**config.mk**
```make
export PLATFORM = sky130hd
export DESIGN_NAME = instr_loader
export DESIGN_NICKNAME = d
export VERILOG_FILES = /design/src/rtl/instr_loader_pkg.sv /design/src/rtl/instr_mem_array.sv /design/src/rtl/instr_loader.sv
export SDC_FILE = /design/constraint.sdc
export NUM_CORES = 2
export LEC_CHECK = 0
export ABC_AREA = 0
export CAP_MARGIN = 0
export CORE_AREA = 2 2 422 424
export DETAILED_ROUTE_END_ITERATION = 6
export DIE_AREA = 0 0 424 426
export DONT_BUFFER_PORTS = 1
export SLEW_MARGIN = 20
export SYNTH_ARGS = -nofsm -noshare
export SYNTH_HDL_FRONTEND = slang
export SYNTH_HIERARCHICAL = 1
export SYNTH_SLANG_ARGS = --single-unit
```
**constraint.sdc**
```tcl
create_clock -name clk -period 12.8 [get_ports clk]
set_clock_uncertainty 0.15 [all_clocks]
set_input_delay 1.28 -clock clk [delete_from_list [all_inputs] [get_ports clk]]
set_output_delay 1.28 -clock clk [all_outputs]
set_load 0.1 [all_outputs]
```
**src/rtl/instr_loader_pkg.sv**
```systemverilog
// Shared types and default constants for the instruction loader and its memory.
package instr_loader_pkg;

  typedef enum logic [1:0] {
    ST_IDLE = 2'd0,
    ST_LOAD = 2'd1,
    ST_RUN  = 2'd2
  } state_t;

  localparam int          DATA_W_DEFAULT   = 32;
  localparam int          DEPTH_DEFAULT    = 64;
  localparam logic [31:0] NOP_WORD_DEFAULT = 32'h0000_0000;

endpackage

```
**src/rtl/instr_mem_array.sv**
```systemverilog
// Instruction storage: synchronous write, asynchronous read, contents never reset.
module instr_mem_array
  import instr_loader_pkg::*;
#(
  parameter  int DATA_W = DATA_W_DEFAULT,
  parameter  int DEPTH  = DEPTH_DEFAULT,
  localparam int ADDR_W = $clog2(DEPTH)
) (
  input  logic              clk,
  input  logic              we,
  input  logic [ADDR_W-1:0] waddr,
  input  logic [DATA_W-1:0] wdata,
  input  logic [ADDR_W-1:0] raddr,
  output logic [DATA_W-1:0] rdata
);

  logic [DATA_W-1:0] mem_q [DEPTH];

  always_ff @(posedge clk) begin
    if (we) begin
      mem_q[waddr] <= wdata;
    end
  end

  assign rdata = mem_q[raddr];

endmodule

```
**src/rtl/instr_loader.sv**
```systemverilog
// Handshaked instruction loader with LOAD/RUN gating and a bounded, NOP-masked fetch port.
//
//   state   | meaning
//   --------+-----------------------------------------------------------
//   ST_IDLE | after reset; nothing loaded, CPU held
//   ST_LOAD | accepting words at the auto-incrementing write pointer
//   ST_RUN  | program frozen, CPU runs, fetch returns loaded words
module instr_loader
  import instr_loader_pkg::*;
#(
  parameter  int              DATA_W   = DATA_W_DEFAULT,
  parameter  int              DEPTH    = DEPTH_DEFAULT,
  parameter  logic [DATA_W-1:0] NOP_WORD = DATA_W'(NOP_WORD_DEFAULT),
  localparam int              ADDR_W   = $clog2(DEPTH)
) (
  input  logic              clk,
  input  logic              Reset,
  input  logic              LoadInstructions,
  input  logic [DATA_W-1:0] Instruction,
  input  logic              instr_valid,
  output logic              instr_ready,
  input  logic [31:0]       pc,
  output logic [DATA_W-1:0] fetch_instr,
  output logic [ADDR_W:0]   word_count,
  output logic              load_done,
  output logic              overflow,
  output logic              cpu_run
);

  localparam logic [ADDR_W:0] FULL_COUNT = (ADDR_W+1)'(DEPTH);
  localparam logic [ADDR_W:0] ONE_COUNT  = (ADDR_W+1)'(1);

  state_t            state_q, state_d;
  logic [ADDR_W:0]   word_count_q, word_count_d;
  logic              overflow_q, overflow_d;
  logic              load_done_q, load_done_d;
  logic              cpu_run_q, cpu_run_d;

  logic              full;
  logic              entering;
  logic              wr_en;
  logic              drop;
  logic [ADDR_W-1:0] wr_addr;

  logic [ADDR_W-1:0] fetch_idx;
  logic              pc_in_range;
  logic              fetch_hit;
  logic [DATA_W-1:0] mem_rdata;
  logic              unused_pc_lsb;

  always_comb begin
    full        = (word_count_q == FULL_COUNT);
    entering    = LoadInstructions && (state_q != ST_LOAD);
    instr_ready = LoadInstructions && !full && !Reset;
    wr_en       = instr_valid && instr_ready;
    drop        = LoadInstructions && instr_valid && full;
    // The entry edge always restarts the program at word 0.
    wr_addr     = entering ? '0 : word_count_q[ADDR_W-1:0];

    state_d      = state_q;
    word_count_d = word_count_q;
    overflow_d   = overflow_q;

    unique case (state_q)
      ST_IDLE: if (LoadInstructions)  state_d = ST_LOAD;
      ST_LOAD: if (!LoadInstructions) state_d = ST_RUN;
      ST_RUN:  if (LoadInstructions)  state_d = ST_LOAD;
      default: state_d = ST_IDLE;
    endcase

    if (entering) begin
      word_count_d = wr_en ? ONE_COUNT : '0;
      overflow_d   = 1'b0;
    end else begin
      if (wr_en) word_count_d = word_count_q + ONE_COUNT;
      if (drop)  overflow_d   = 1'b1;
    end

    load_done_d = (state_q == ST_LOAD) && !LoadInstructions;
    cpu_run_d   = (state_d == ST_RUN);
  end

  always_ff @(posedge clk or posedge Reset) begin
    if (Reset) begin
      state_q      <= ST_IDLE;
      word_count_q <= '0;
      overflow_q   <= 1'b0;
      load_done_q  <= 1'b0;
      cpu_run_q    <= 1'b0;
    end else begin
      state_q      <= state_d;
      word_count_q <= word_count_d;
      overflow_q   <= overflow_d;
      load_done_q  <= load_done_d;
      cpu_run_q    <= cpu_run_d;
    end
  end

  instr_mem_array #(
    .DATA_W (DATA_W),
    .DEPTH  (DEPTH)
  ) u_mem (
    .clk   (clk),
    .we    (wr_en),
    .waddr (wr_addr),
    .wdata (Instruction),
    .raddr (fetch_idx),
    .rdata (mem_rdata)
  );

  // Byte address to word index; stale words past word_count are masked off.
  assign fetch_idx     = pc[ADDR_W+1:2];
  assign pc_in_range   = (pc[31:ADDR_W+2] == '0);
  assign fetch_hit     = (state_q == ST_RUN) && pc_in_range && ({1'b0, fetch_idx} < word_count_q);
  assign fetch_instr   = fetch_hit ? mem_rdata : NOP_WORD;
  assign unused_pc_lsb = ^pc[1:0];

  assign word_count = word_count_q;
  assign load_done  = load_done_q;
  assign overflow   = overflow_q;
  assign cpu_run    = cpu_run_q;

endmodule

```
==> flow_summary.ini <==
[yosys]
ys.flop_type = edfxtp_1
synth_nets = 3498
synth_edf_count = 2048
async_flop_share_pct = 0.583
yosys_warnings = 6
synthCells = 3423
synth_cell_types = 45
syn-cell-area_mm2 = 0.0789
avgSynthCellArea_um2 = 23.1
synth_seq_cells = 2060
ys_seq_area_share_pct = 78.3

[timing]
fin_ws_ps = 5700
drv_slew = 296
worst_pin_slew_ps = 2300
min_period_ps = 7100
fin_crit_sh_pct = 55.4
hold_viol = 0
fmax_mhz = 141
relSlewSlack_pct = -53.6
rsz0062_at_grt = false
totalNegativeSetupSlack_ps = 0
setup_viol = 0

[power_and_ir_drop]
p_sw_uw = 2690
powerDensity_mw_per_mm2 = 152
power_frac_comb_pct = 2.9
power.share.clock_pct = 41.8
p_sw_share_pct = 20.0
p_int_uw = 10700
ir_worst_vdd_mv = 0.148
seq_power_share_pct = 55.4
p_leak_uw = 0.0270

[clocking]
clkSinkCount = 2060
cts_inserted_buffers = 201
postCtsResizedCells = 0
cts-root-buf = clkbuf_16
insertion_delay_ps = 830
cts_tree = yes
htree_levels = 4
ctsLongestPathBuffers = 3
postCtsSetupBuffers = 0
clk_pin_slew_worst_paths_ps = 60
hold_buffers = 0

[floorplanning]
coreArea_mm2 = 0.176
die_w_um = 424
die_area_mm2 = 0.181
rows = 154
start_util_pct = 44.9
die_y_um = 426
ios = 111

[critical_path]
r2r_slack_ps = 7610
startpoint_type = input pin
cp.arrival_ps = 5670
slowest_stage = nand2b_1
max_stage_delay_ps = 1470
critPathMaxFanout = 387
path_common_cell = nor2_1
cp_top_family = simple AND/OR/NAND/NOR gates
end_kind = primary output
path_cells = nand2b_1 > o22ai_1 > nor2_1 > a21oi_1 > nor2_1 > and3_1
cp.buffers_inverters = 0
cp.required_ps = 11370
path_class = in2out

[cells_and_area]
final_area_mm2 = 0.0882
drive_gt1_share_pct = 26.1
final_cell_mix = 2,048 x edfxtp_1, 544 x mux4_2, 203 x clkbuf_16, 94 x mux2i_1, 89 x nor2_1
area_growth_pct = 11.7
final_common_cell = edfxtp_1
final_util_pct = 50.2
fin_cells = 6025
final_nets = 3588

[grt]
grt_pass1_wl_um = 277000
antenna_found_initial = 11
use_met2_pct = 35.2
grt_use_total_pct = 21.9
grt_max_degree = 515
grt_overflow = 0
grt.met3_usage_pct = 4.45
grt_pass1_vias = 36436
use_met1_pct = 30.6
grt_busiest_layer = met2

[detailed_routing]
vias = 36778
drc_errors = 0
viasPerCell = 6.10
drtIter0Drc = 4179
dr.pass1.iters = 7
drtAntennaViolNets = 0
routedWlPerCell_um = 32.8
wl_um = 198000

[place]
dp_slack_ps = 6830
io_buffer_count = 0
dpl_cell_area_mm2 = 0.0820
gp_congestion = 0.765
dp_cells = 5650
hpwlAfterDp_um = 94300

[job]
max_cap_viol_count = 0

[outcome]
status = finished with violations
violations = slew limit

[worst_hold_path]
hp-class = in2async
-- synthesized netlist by cell type (4+ instances only) --
cell type / number / area (um^2)
a22oi_1: 12 / 90.1
buf_1: 21 / 78.8
clkbuf_1: 78 / 293
buf_2: 58 / 290
buf_4: 25 / 188
edfxtp_1: 2048 / 61500
mux2i_1: 94 / 941
or3_1: 4 / 25.0
nor2_1: 151 / 567
o32ai_1: 4 / 35.0
nor3_1: 7 / 35.0
a41o_1: 4 / 40.0
a21oi_1: 69 / 345
a311oi_1: 8 / 70.1
buf_6: 8 / 90.1
nand3_1: 8 / 40.0
inv_1: 8 / 30.0
o22ai_1: 84 / 526
o221ai_1: 27 / 236
nand2b_1: 12 / 75.1
and2_1: 4 / 25.0
nand3b_1: 6 / 45.0
mux4_2: 544 / 12300
nand2_1: 32 / 120
ha_1: 7 / 87.6
nor2b_1: 18 / 113
and3_1: 37 / 231
nor4_1: 6 / 37.5
dfrtp_1: 12 / 300
-- power groups by stage --
stage	sequential (uW)	combinational (uW)	clock [uW]
detailed placement	7580	374	0
global route	7430	390	5960
finish	7430	386	5610
global placement	7580	373	0
CTS	7430	375	5700
floorplan	7580	352	0
-- path summary, 6_finish.rpt --
check | cells past startpoint | from | end
worst max-delay path | 6 | pc[3] | fetch_instr[31]
worst min-delay path | 1 | Reset | word_count[5]
worst max register to register | 6 | word_count[1] | u_mem/mem_q[15][20]
worst min register to register | 1 | state_q[0] | state_q[0]
max in group asynchronous | 1 | Reset | cpu_run
min in group clk | 1 | LoadInstructions | state_q[1]
-- metal layers --
metal / routed length (um) / vias to the layer above
li1: - / 14835
met1: 80200 / 20195
met2: 96600 / 1510
met3: 16400 / 234
met4: 4540 / 4
met5: 27 / -
-- logic make-up (layout without fill, tap and decap cells) --
family / Yosys count / after routing / synth area share, %
and+or+nand+nor: 302 / 302 / 1.86
muxes: 638 / 638 / 16.7
buffers and inverters: 198 / 454 / 1.23
AOI/OAI and AO/OA: 214 / 214 / 1.75
xor gates and xnor gates: 4 / 4 / 0.0444
DFF: 2060 / 2060 / 78.3
other: 0 / 6 / 0
adders and majority gates: 7 / 7 / 0.111
-- state kept, by name, indices dropped and copies added (netlist names) --
signal	count
overflow	1
load_done	1
state_q	2
word_count	7
cpu_run	1
u_mem/mem_q	2048
-- stage by stage --
| stage | hold WS, ps | total power (uW) |
|---|---|---|
| after floorplan | 308 | 7930 |
| after global placement | 391 | 7950 |
| after detailed placement | 400 | 7950 |
| after CTS | 144 | 13500 |
| after global routing | 193 | 13800 |
| final | 194 | 13400 |
-- worst register-to-register path, stage by stage, from the launching register on --
cell and delay [ps]:
dfrtp_1 990, inv_1 220, ha_1 260, a31oi_1 670
nand4_1 940, nor2_4 1020, buf_4 560
-- final cells by class --
class                      count  area (um^2)
fill                       13886        87600
tap                         2340         2930
antenna                        6         15.0
clock inverter               126          936
sequential                  2060        61800
clock buffer                 243         5230
multi-input combinational   1165        16700
timing repair buffer          77          578
inverter                       8         30.0
Note: power is estimated with default switching activity, not from simulation.
